`config.mk`:
```
export PLATFORM = sky130hd
export DESIGN_NAME = adc_spi_responder
export DESIGN_NICKNAME = d
export VERILOG_FILES = /design/src/rtl/adc_spi_responder_pkg.sv /design/src/rtl/adc_spi_responder_sync_edge_det.sv /design/src/rtl/adc_spi_responder.sv
export SDC_FILE = /design/constraint.sdc
export NUM_CORES = 1
export LEC_CHECK = 0
export ABC_AREA = 1
export CAP_MARGIN = 20
export CORE_MARGIN = 2
export CORE_UTILIZATION = 65
export CTS_BUF_LIST = sky130_fd_sc_hd__clkbuf_4 sky130_fd_sc_hd__clkbuf_8 sky130_fd_sc_hd__clkbuf_16
export DETAILED_ROUTE_END_ITERATION = 12
export PLACE_DENSITY_LB_ADDON = 0.08
export SETUP_SLACK_MARGIN = 0.3
export SYNTH_ARGS = -nofsm -noshare
export SYNTH_HDL_FRONTEND = slang
export SYNTH_HIERARCHICAL = 1
export SYNTH_SLANG_ARGS = --single-unit
```
`constraint.sdc`:
```
create_clock -name clk -period 10.2 [get_ports clk]
set_input_delay 2.04 -clock clk [delete_from_list [all_inputs] [get_ports clk]]
set_output_delay 2.04 -clock clk [all_outputs]
set_load 0.01 [all_outputs]
```
`src/rtl/adc_spi_responder_pkg.sv`:
```
// Shared types and constants for the ADC SPI responder.
// State encoding, default widths and channel power-on values live here.
package adc_resp_pkg;

  typedef enum logic [1:0] {
    ST_IDLE = 2'd0,
    ST_CMD  = 2'd1,
    ST_DATA = 2'd2,
    ST_TAIL = 2'd3
  } state_e;

  localparam int CMD_W_DEF  = 8;
  localparam int DATA_W_DEF = 16;
  localparam int FRAME_BITS = CMD_W_DEF + DATA_W_DEF;

  localparam logic [15:0] CH0_RST = 16'h1234;
  localparam logic [15:0] CH1_RST = 16'h5678;
  localparam logic [15:0] CH2_RST = 16'h9ABC;
  localparam logic [15:0] CH3_RST = 16'hDEF0;

endpackage

```
`src/rtl/adc_spi_responder_sync_edge_det.sv`:
```
// Multi-flop synchronizer for one asynchronous input, with single-clk
// rise/fall pulses derived from the synchronized level.
module sync_edge_det #(
  parameter int   STAGES  = 2,
  parameter logic RST_VAL = 1'b0
) (
  input  logic clk,
  input  logic rst,
  input  logic din,
  output logic level,
  output logic rise,
  output logic fall
);

  logic [STAGES-1:0] sync_q, sync_d;
  logic              prev_q, prev_d;

  always_comb begin
    sync_d = (sync_q << 1) | STAGES'(din);
    prev_d = sync_q[STAGES-1];
  end

  always_ff @(posedge clk or posedge rst) begin
    if (rst) begin
      sync_q <= {STAGES{RST_VAL}};
      prev_q <= RST_VAL;
    end else begin
      sync_q <= sync_d;
      prev_q <= prev_d;
    end
  end

  assign level = sync_q[STAGES-1];
  assign rise  = level & ~prev_q;
  assign fall  = ~level & prev_q;

endmodule

```
`src/rtl/adc_spi_responder.sv`:
```
// SPI mode-0 responder emulating a 4-channel ADC: command in, sample out.
// Define ADC_RESP_RAMP_EN to make each served channel count up per frame.
module adc_spi_responder
  import adc_resp_pkg::*;
#(
  parameter int DATA_W      = DATA_W_DEF,
  parameter int CMD_W       = CMD_W_DEF,
  parameter int SYNC_STAGES = 2
) (
  input  logic              clk,
  input  logic              rst,
  input  logic              sck,
  input  logic              cs_n,
  input  logic              mosi,
  output logic              miso,
  input  logic              ld_valid,
  input  logic [1:0]        ld_ch,
  input  logic [DATA_W-1:0] ld_data,
  output logic              frame_done,
  output logic              frame_err,
  output logic [CMD_W-1:0]  last_cmd,
  output state_e            dbg_state
);

  localparam int CNT_W   = $clog2(CMD_W + DATA_W);
  localparam int FLUSH_W = $clog2(SYNC_STAGES + 2);

  logic sck_s, sck_rise, sck_fall;
  logic cs_s, cs_rise, cs_fall;
  logic mosi_s, mosi_rise, mosi_fall;
  logic unused_edges;

  sync_edge_det #(.STAGES(SYNC_STAGES), .RST_VAL(1'b0)) u_sync_sck (
    .clk(clk), .rst(rst), .din(sck), .level(sck_s), .rise(sck_rise), .fall(sck_fall));
  sync_edge_det #(.STAGES(SYNC_STAGES), .RST_VAL(1'b1)) u_sync_cs (
    .clk(clk), .rst(rst), .din(cs_n), .level(cs_s), .rise(cs_rise), .fall(cs_fall));
  sync_edge_det #(.STAGES(SYNC_STAGES), .RST_VAL(1'b0)) u_sync_mosi (
    .clk(clk), .rst(rst), .din(mosi), .level(mosi_s), .rise(mosi_rise), .fall(mosi_fall));

  assign unused_edges = ^{sck_s, mosi_rise, mosi_fall};

  state_e            state_q, state_d;
  logic [CNT_W-1:0]  cnt_q, cnt_d;
  logic [CMD_W-1:0]  cmd_sr_q, cmd_sr_d, cmd_next;
  logic [CMD_W-1:0]  last_cmd_q, last_cmd_d;
  logic [DATA_W-1:0] shift_q, shift_d;
  logic              miso_bit_q, miso_bit_d;
  logic [1:0]        sel_q, sel_d;
  logic              done_q, done_d, err_q, err_d;
  logic [DATA_W-1:0] chan_q [4];
  logic [DATA_W-1:0] chan_d [4];
  logic [FLUSH_W-1:0] flush_q, flush_d;
  logic              armed_q, armed_d;
  logic              flushed, done_evt;

  // Only a real high-to-low cs_n transition may start a frame: the synchronizer
  // reset value must be flushed and cs_n seen high before arming.
  assign flushed  = (flush_q == FLUSH_W'(SYNC_STAGES + 1));
  assign done_evt = (state_q == ST_TAIL) && cs_rise;

  always_comb begin
    flush_d = flushed ? flush_q : flush_q + 1'b1;
    armed_d = armed_q | (flushed & cs_s);
  end

  always_ff @(posedge clk or posedge rst) begin
    if (rst) begin
      state_q    <= ST_IDLE;
      cnt_q      <= '0;
      cmd_sr_q   <= '0;
      last_cmd_q <= '0;
      shift_q    <= '0;
      miso_bit_q <= 1'b0;
      sel_q      <= 2'd0;
      done_q     <= 1'b0;
      err_q      <= 1'b0;
      flush_q    <= '0;
      armed_q    <= 1'b0;
      chan_q[0]  <= DATA_W'(CH0_RST);
      chan_q[1]  <= DATA_W'(CH1_RST);
      chan_q[2]  <= DATA_W'(CH2_RST);
      chan_q[3]  <= DATA_W'(CH3_RST);
    end else begin
      state_q    <= state_d;
      cnt_q      <= cnt_d;
      cmd_sr_q   <= cmd_sr_d;
      last_cmd_q <= last_cmd_d;
      shift_q    <= shift_d;
      miso_bit_q <= miso_bit_d;
      sel_q      <= sel_d;
      done_q     <= done_d;
      err_q      <= err_d;
      flush_q    <= flush_d;
      armed_q    <= armed_d;
      for (int i = 0; i < 4; i++) chan_q[i] <= chan_d[i];
    end
  end

  always_comb begin
    state_d    = state_q;
    cnt_d      = cnt_q;
    cmd_sr_d   = cmd_sr_q;
    last_cmd_d = last_cmd_q;
    shift_d    = shift_q;
    miso_bit_d = miso_bit_q;
    sel_d      = sel_q;
    done_d     = 1'b0;
    err_d      = 1'b0;
    cmd_next   = {cmd_sr_q[CMD_W-2:0], mosi_s};
    case (state_q)
      ST_IDLE: begin
        miso_bit_d = 1'b0;
        if (cs_fall && armed_q) begin
          state_d  = ST_CMD;
          cnt_d    = '0;
          cmd_sr_d = '0;
        end
      end
      ST_CMD: begin
        if (cs_rise) begin
          err_d   = 1'b1;
          state_d = ST_IDLE;
        end else if (sck_rise) begin
          cmd_sr_d = cmd_next;
          if (cnt_q == CNT_W'(CMD_W - 1)) begin
            last_cmd_d = cmd_next;
            sel_d      = cmd_next[1:0];
            shift_d    = chan_q[cmd_next[1:0]];
            miso_bit_d = chan_q[cmd_next[1:0]][DATA_W-1];
            cnt_d      = '0;
            state_d    = ST_DATA;
          end else begin
            cnt_d = cnt_q + 1'b1;
          end
        end
      end
      ST_DATA: begin
        if (cs_rise) begin
          err_d   = 1'b1;
          state_d = ST_IDLE;
        end else if (sck_rise) begin
          if (cnt_q == CNT_W'(DATA_W - 1)) begin
            miso_bit_d = 1'b0;
            state_d    = ST_TAIL;
          end else begin
            cnt_d = cnt_q + 1'b1;
          end
        end else if (sck_fall && cnt_q != '0) begin
          // The fall just after the last command edge keeps the MSB on the line.
          shift_d    = shift_q << 1;
          miso_bit_d = shift_q[DATA_W-2];
        end
      end
      ST_TAIL: begin
        miso_bit_d = 1'b0;
        if (cs_rise) begin
          done_d  = 1'b1;
          state_d = ST_IDLE;
        end
      end
      default: state_d = ST_IDLE;
    endcase
  end

  always_comb begin
    for (int i = 0; i < 4; i++) chan_d[i] = chan_q[i];
`ifdef ADC_RESP_RAMP_EN
    if (done_evt) chan_d[sel_q] = chan_q[sel_q] + 1'b1;
`else
    if (done_evt) chan_d[sel_q] = chan_q[sel_q];
`endif
    if (ld_valid) chan_d[ld_ch] = ld_data;
  end

  always_comb begin
    miso       = (state_q == ST_DATA) & miso_bit_q;
    frame_done = done_q;
    frame_err  = err_q;
    last_cmd   = last_cmd_q;
    dbg_state  = state_q;
  end

endmodule

```
== Yosys cells after proc, flatten, opt, wreduce, memory -nomap -nowiden ==
Cells that the tools add are included.

* Bitwise logic cells: 18
* $lt $le $gt $ge: 5
* Reduce and logical (&&, ||, !) cells: 18
* Multiplexer cells: 53
* Add/sub/neg operators: 2
* Eq/ne operators: 22

{| class="wikitable"
|+ Operators with widths
! operator !! number
|-
| $bwmux 64 || 2
|-
| $mux 64 || 2
|-
| $mux 16 || 6
|-
| $mux 15 || 6
|-
| $bmux 16 s2 || 2
|-
| $demux 16 s2 || 2
|-
| $mux 5 || 7
|-
| $pmux 15 s2 || 1
|-
| $mux 7 || 3
|-
| $ne 2x2->1 const B || 10
|-
| $ne 3x3->1 const B || 6
|-
| $mux 2 || 8
|-
| $pmux 5 s3 || 1
|-
| $pmux 7 s2 || 1
|-
| $reduce_and 7->1 || 2
|-
| $reduce_and 6->1 || 2
|-
| $mux 1 || 10
|-
| $ge 3x3->1 const B || 3
|-
| $not 2->3 || 3
|-
| $pmux 2 s4 || 1
|-
| $reduce_and 4->1 || 2
|-
| $and 1x1->1 || 6
|-
| $eq 2x2->1 const B || 3
|-
| $lt 3x1->1 const B || 2
|-
| 15 further kinds || 27
|}

* Output and inout bits: 13
* Input bits: 24
* Register bits after elaboration: 117

== Logic depth before layout (Yosys ltp) ==
Gate-level depths: netlist of the first run.

* Depth in word-level cells: 9
* Gate-level depth with buffers: 12
* Mapped depth without buffers: 12

== By module ==
Netlist of the first run, hierarchy kept.

{| class="wikitable"
|+ By module, submodules not included
! module !! area an instance (µm²) !! times used !! sequential area each (µm²) !! cells an instance
|-
| adc_spi_responder || 6088.3 || 1 || 2717.6 || 863
|-
| sync_edge_det at u_sync_mosi ... || 93.8 || 2 || 75.1 || 8
|-
| sync_edge_det at u_sync_cs || 97.6 || 1 || 78.8 || 8
|}

== Worst setup path after synthesis of the first run ==
OpenSTA, ideal clock, no wires.

* Kind: register to output
* Start: reg state_q[0], in the netlist dbg_state[0]
* End: out miso
* Buffers on the path: 3
* Path slack: 6.821 ns
* Cell stages (with the launch flop): 8
* Arrival: 1.339 ns
* Required time: 8.160 ns
* Path through: dfrtp_1 -> inv_1 -> ha_1 -> buf_2 -> buf_2 -> buf_2 -> nand2_1 -> inv_1

* Word-level cells in the longest chain between the ends: 2

{| class="wikitable"
|+ Ends and longest elaborated chain
! item !! RTL line !! RTL
|-
| from (decl) || adc_spi_responder.sv:42 || <nowiki>state_e state_q, state_d;</nowiki>
|-
| from (signal assigned) || adc_spi_responder.sv:84 || <nowiki>state_q <= state_d;</nowiki>
|-
| $eq 2x2->1 || adc_spi_responder.sv:176 || <nowiki>miso = (state_q == ST_DATA) & miso_bit_q;</nowiki>
|-
| $and 1x1->1 || adc_spi_responder.sv:176 ||
|-
| to (decl) || adc_spi_responder.sv:15 || <nowiki>output logic miso,</nowiki>
|}

Every way passes these cells.

== Worst setup path in the final report of the first run ==
Ends and elaborated chain as after synthesis.

==> results of run 1 <==
==> critical path: cells and delay by family (launching register included) <==
| family | cells | cell delay, ns |
|---|---|---|
| buffers and inverters | 4 | 0.96 |
| DFF | 1 | 0.44 |
| adders and majority gates | 1 | 0.15 |
| and+or+nand+nor | 1 | 0.08 |
==> flip-flops by register name (all words and copies together), names as in the netlist, 2 cells and up <==
| name | cells |
|---|---|
| u_sync_cs/sync_q | 2 |
| cnt_q | 5 |
| dbg_state | 2 |
| last_cmd | 8 |
| flush_q | 2 |
| u_sync_sck/sync_q | 2 |
| chan_q | 64 |
| u_sync_mosi/sync_q | 2 |
| cmd_sr_q | 7 |
| shift_q | 15 |
==> layer usage <==
layer | up-vias | GRT usage (%)
met3 | 43 | 6.915
met5 | - | 0
met2 | 168 | 50.43
met4 | 0 | 14.36
met1 | 2593 | 35.57
li1 | 2751 | -
==> power breakdown <==
| group | internal, W | switching, W |
|---|---|---|
| sequential | 0.000544 | 0.0000472 |
| clock | 0.000327 | 0.000225 |
| combinational | 0.000134 | 0.000285 |
| total | 0.00101 | 0.000557 |
==> worst min path at each step <==
stage | slack, ns | start | to | cells after the start
5_1_grt | 0.36 | u_sync_sck/sync_q[0]$_DFF_PP0_ | u_sync_sck/sync_q[1]$_DFF_PP0_ | 0
6_report | 0.36 | u_sync_mosi/sync_q[0]$_DFF_PP0_ | u_sync_mosi/sync_q[1]$_DFF_PP0_ | 0
2_1_floorplan | 0.33 | u_sync_mosi/sync_q[0]$_DFF_PP0_ | u_sync_mosi/sync_q[1]$_DFF_PP0_ | 0
3_3_place_gp | 0.33 | u_sync_mosi/sync_q[0]$_DFF_PP0_ | u_sync_mosi/sync_q[1]$_DFF_PP0_ | 0
3_5_place_dp | 0.34 | u_sync_mosi/sync_q[0]$_DFF_PP0_ | u_sync_mosi/sync_q[1]$_DFF_PP0_ | 0
4_1_cts | 0.35 | u_sync_mosi/sync_q[0]$_DFF_PP0_ | u_sync_mosi/sync_q[1]$_DFF_PP0_ | 0
==> through the flow <==
| stage | worst slack (ns) | power [W] | cells | utilization (%) | area (um^2) |
|---|---|---|---|---|---|
| 2_1_floorplan | 5.396 | 0.0009090 | 882 | - | 6334 |
| 3_3_place_gp | 6.335 | 0.0009858 | 1010 | 69.54 | 6671 |
| 3_5_place_dp | 6.268 | 0.001005 | 1010 | 69.54 | 6671 |
| 4_1_cts | 5.975 | 0.001563 | 1042 | 75.33 | 7227 |
| 5_1_grt | 5.869 | 0.001658 | 1043 | 75.61 | 7254 |
| 6_report | 5.987 | 0.001563 | 1043 | 75.61 | 7254 |
==> layout make-up <==
class / instances / share of cell area (%)
tap: 133 / 2.294
clock buffer: 18 / 5.812
inverter: 123 / 6.416
clock inverter: 14 / 1.845
sequential: 115 / 40.27
timing repair buffer: 42 / 5.795
multi-input combinational: 598 / 37.56
==> out/qor.yml, run 1 <==
grt_max_degree: 129
dr.pass1.iters: 5
min_path_type: "reg2reg"
tightest_slew_ns: 1.086
post_cts_buffers: 0
dieArea_um2: 10550
clock-sinks: 115
ios: 37
drive_above_1_share_pct: 12.64
initialDrtViolationCount: 318
drt-met1-wl_um: 6046
slew_headroom_pct: 27.41
cts_max_level: 4
highest_layer: "met4"
power.leakage_nw: 3.617
worstPathArrival_ns: 2.17
clock_latency_ns: 0.53
layout_commonest_cell: "nand2_1"
setup.worst_path.start: "dbg_state[0]$_DFFE_PP0P_"
grt_pass1_wl_um: 24100
power_density_nw_per_um2: 215.4
synthCells: 882
syn_nets: 915
nets: 930
die_w_um: 102.7
hpwl_um: 9026
hold_violations: 0
cp-start-kind: "flop"
max-cap-violations: 0
numPortBuffers: 36
die_h_um: 102.7
crit_path_end_kind: "output pin"
seq_area_um2: 2922
cts-resized-gates: 0
avgSynthCellArea_um2: 7.181
worstReg2RegStart: "dbg_state[1]$_DFFE_PP0P_"
nFillCells: 728
place_congestion: 0.8311
yosysWarnings: 6
start_util_pct: 66.01
fin_setup_tns_ns: 0
period_share_pct: 41.31
avgViaCountPerCell: 5.326
crit_slowest_cell: "clkdlybuf4s50_1"
cts_tree: "yes"
multi_input_area_um2: 2725
worst-r2r-cell-count: 7
postCtsHoldBufs: 0
whs_ns: 0.3571
path_max_fanout: 25
drc: 0
endpoint: "miso"
fmax_mhz: 237.3
crit_top_cell: "inv_1"
cts_inserted_buffers: 17
grt_pass1_vias: 5291
antenna_found_initial: 0
grt_overflow_total: 0
postRouteWirelength_um: 14550
irDropWorstVdd_v: 0.0001855
rsz0062_at_grt: "false"
cts_buffer_depth: 2
reg2reg_to: "last_cmd[0]$_DFFE_PP0P_"
path_clk_slew_ns: 0.06
finalClockSkew_ns: 0.008473
worstPathRequired_ns: 8.16
path_cells: "inv_1, ha_1, buf_4, nand2_1, inv_1, clkdlybuf4s50_1"
wl_met3_um: 728
core_area_um2: 9594
critical_path_class: "reg2out"
rrSetupSlack_ns: 7.94
dr_wl_met2_um: 7188
rows: 36
final_cell_mix: "340 x nand2_1, 119 x o21ai_0, 114 x inv_1"
n_antenna_cell: 0
netlist_area_um2: 6334
setup_viol: 0
critPathMaxStageDelay_ns: 0.52
final_max_slew_viol_count: 0
grt_util_all_layers_pct: 29.64
fin_crit_ns: 4.213
syn_to_final_growth_pct: 14.54
status: "finished clean"
drt-wirelength-per-cell_um: 13.95
ant_nets: 0
clockRootBuffer: "clkbuf_8"
num_vias: 5555
(Power assumes the default switching activity.)
==> run 2, diff against run 1 <==
CORE_UTILIZATION = 54   (was 65)
clock period = 3.8 ns   (was 10.2 ns; I/O delays follow)
==> run 2 against run 1 <==
  * Clock power increased to 3.2 times the previous value
  * Routed wire length decreased by 0.37%
  * First-iteration DRC count increased by 34%
  * Critical path depth decreased by 1
  * Die area increased by 20%
  * Critical endpoint unchanged
  * Largest cell class unchanged
  * Highest routed layer unchanged
==> out/qor.yml, run 2 (synthesized netlist as in run 1, its figures left out) <==
power.leakage_nw: 3.687  # was 3.617 nW
numPortBuffers: 36  # unchanged
core_area_um2: 11420  # was 9594 um^2
path_max_fanout: 6  # was 25
start_util_pct: 55.47  # was 66.01%
worstPathRequired_ns: 3.04  # was 8.16 ns
critical_path_class: "reg2out"  # unchanged
grt_max_degree: 129  # unchanged
layout_commonest_cell: "nand2_1"  # unchanged
dr_wl_met2_um: 6951  # was 7188 um
dr.pass1.iters: 5  # unchanged
fin_area_um2: 7408  # was 7254 um^2
cts_inserted_buffers: 17  # unchanged
cts-resized-gates: 0  # unchanged
irDropWorstVdd_v: 0.0004429  # was 0.0001855 V
drive_above_1_share_pct: 12.83  # was 12.64%
power_density_nw_per_um2: 603.5  # was 215.4 nW/um^2
ant_nets: 0  # unchanged
initialDrtViolationCount: 425  # was 318
place_area_um2: 6725  # was 6671 um^2
finalClockSkew_ns: 0.005487  # was 0.008473 ns
grt_pass1_vias: 5493  # was 5,291
place_congestion: 0.8330  # was 0.8311
die_h_um: 112.3  # was 102.7 um
cp-start-kind: "flop"  # unchanged
fin_crit_ns: 2.591
highest_layer: "met4"  # unchanged
min_path_type: "reg2reg"  # unchanged
n_antenna_cell: 0  # unchanged
postRouteWirelength_um: 14490  # was 14,550 um
hp-start: "u_sync_mosi/sync_q[0]$_DFF_PP0_"  # unchanged
fin_setup_tns_ns: 0  # unchanged
die_w_um: 112.3  # was 102.7 um
path_clk_slew_ns: 0.05  # was 0.06 ns
clock-sinks: 115  # unchanged
regMostFlops: "chan_q"  # unchanged
drc: 0  # unchanged
drt-met1-wl_um: 6337  # was 6046 um
cts_max_level: 4  # unchanged
fin_util_pct: 64.88  # was 75.61%
grt_util_all_layers_pct: 25.45  # was 29.64%
antenna_found_initial: 0  # unchanged
dp_cells: 1022  # was 1,010
clockRootBuffer: "clkbuf_16"  # was clkbuf_8
drt-wirelength-per-cell_um: 13.74  # was 13.95 um
post_cts_buffers: 0  # unchanged
setup.worst_path.start: "dbg_state[0]$_DFFE_PP0P_"  # unchanged
num_vias: 5423  # was 5,555
rrSetupSlack_ns: 1.54  # was 7.94 ns
tightest_slew_ns: 1.026  # was 1.086 ns
fmax_mhz: 385.9
rows: 39  # was 36
holdPathEnd: "u_sync_mosi/sync_q[1]$_DFF_PP0_"  # unchanged
cts_buffer_depth: 2  # unchanged
wl_met3_um: 667  # was 728 um
max-cap-violations: 0  # unchanged
stdcell_count: 1055  # was 1,043
grt_overflow_total: 0  # unchanged
setup_viol: 0  # unchanged
grt_pass1_wl_um: 25430  # was 24,100 um
rsz0062_at_grt: "false"  # unchanged
clock_latency_ns: 0.43  # was 0.53 ns
worst-r2r-cell-count: 8  # was 7
largest_reg_flops: 64  # unchanged
hold_violations: 0  # unchanged
syn_to_final_growth_pct: 16.97  # was 14.54%
ios: 37  # unchanged
avgViaCountPerCell: 5.140  # was 5.326
worstHoldPathCells: 0  # unchanged
dieArea_um2: 12610  # was 10,550 um^2
worstReg2RegStart: "dbg_state[0]$_DFFE_PP0P_"  # was dbg_state[1]$_DFFE_PP0P_
cts_tree: "yes"  # unchanged
nets: 932  # was 930
worstPathArrival_ns: 1.83  # was 2.17 ns
final_cell_mix: "340 x nand2_1, 119 x o21ai_0, 114 x inv_1"  # unchanged
status: "finished clean"  # unchanged
postCtsHoldBufs: 0  # unchanged
crit_path_end_kind: "output pin"  # unchanged
slew_headroom_pct: 31.40  # was 27.41%
period_share_pct: 68.19
reg2reg_to: "shift_q[14]$_DFFE_PP0P_"  # was last_cmd[0]$_DFFE_PP0P_
final_max_slew_viol_count: 0  # unchanged
hpwl_um: 9122  # was 9026 um
## run 2: area by class of cell
cell class | instances | area (um^2)
Timing Repair Buffer | 44 | 460.4
Fill cell | 990 | 4010
Multi-Input combinational cell | 598 | 2725
Sequential cell | 115 | 2922
Clock inverter | 13 | 209.0
Clock buffer | 19 | 446.7
Tap cell | 143 | 178.9
Inverter | 123 | 466.7
## run 2: through the flow
step / power, W / worst slack [ns] / hold WS [ns]
floorplan: 0.002440 / 1.701 / 0.3312
global placement: 0.002663 / 1.238 / 0.3334
detailed placement: 0.002695 / 1.176 / 0.3372
CTS: 0.004489 / 1.191 / 0.3499
global route: 0.004755 / 1.107 / 0.3522
finish: 0.004471 / 1.209 / 0.3494
## run 2: how the worst max path moves through the flow
stage               cells past startpoint                   end  slack (ns)
floorplan                               7                  miso        1.70
global placement                        6  chan_q[56]$_DFF_PP0_        1.24
detailed placement                      5   chan_q[5]$_DFF_PP1_        1.18
CTS                                     5                  miso        1.19
global route                            5                  miso        1.11
finish                                  5                  miso        1.21
## run 2: report_power, final
part           switching, W  internal, W
clock network      0.000594      0.00119
registers          0.000128      0.00146
logic              0.000739     0.000365
total               0.00146      0.00301
## run 2: metal layers
layer,global-route usage [%],vias to the layer above
li1,-,2756
met1,30.92,2511
met2,41.69,116
met3,8.207,40
met4,11.30,0
met5,0,-
## run 2: critical path, cell delays in order, from the launching register on
cell and delay, ns:
dfrtp_1 0.45, inv_1 0.12, ha_1 0.19, nand2_1 0.07
inv_1 0.05, clkdlybuf4s50_1 0.53
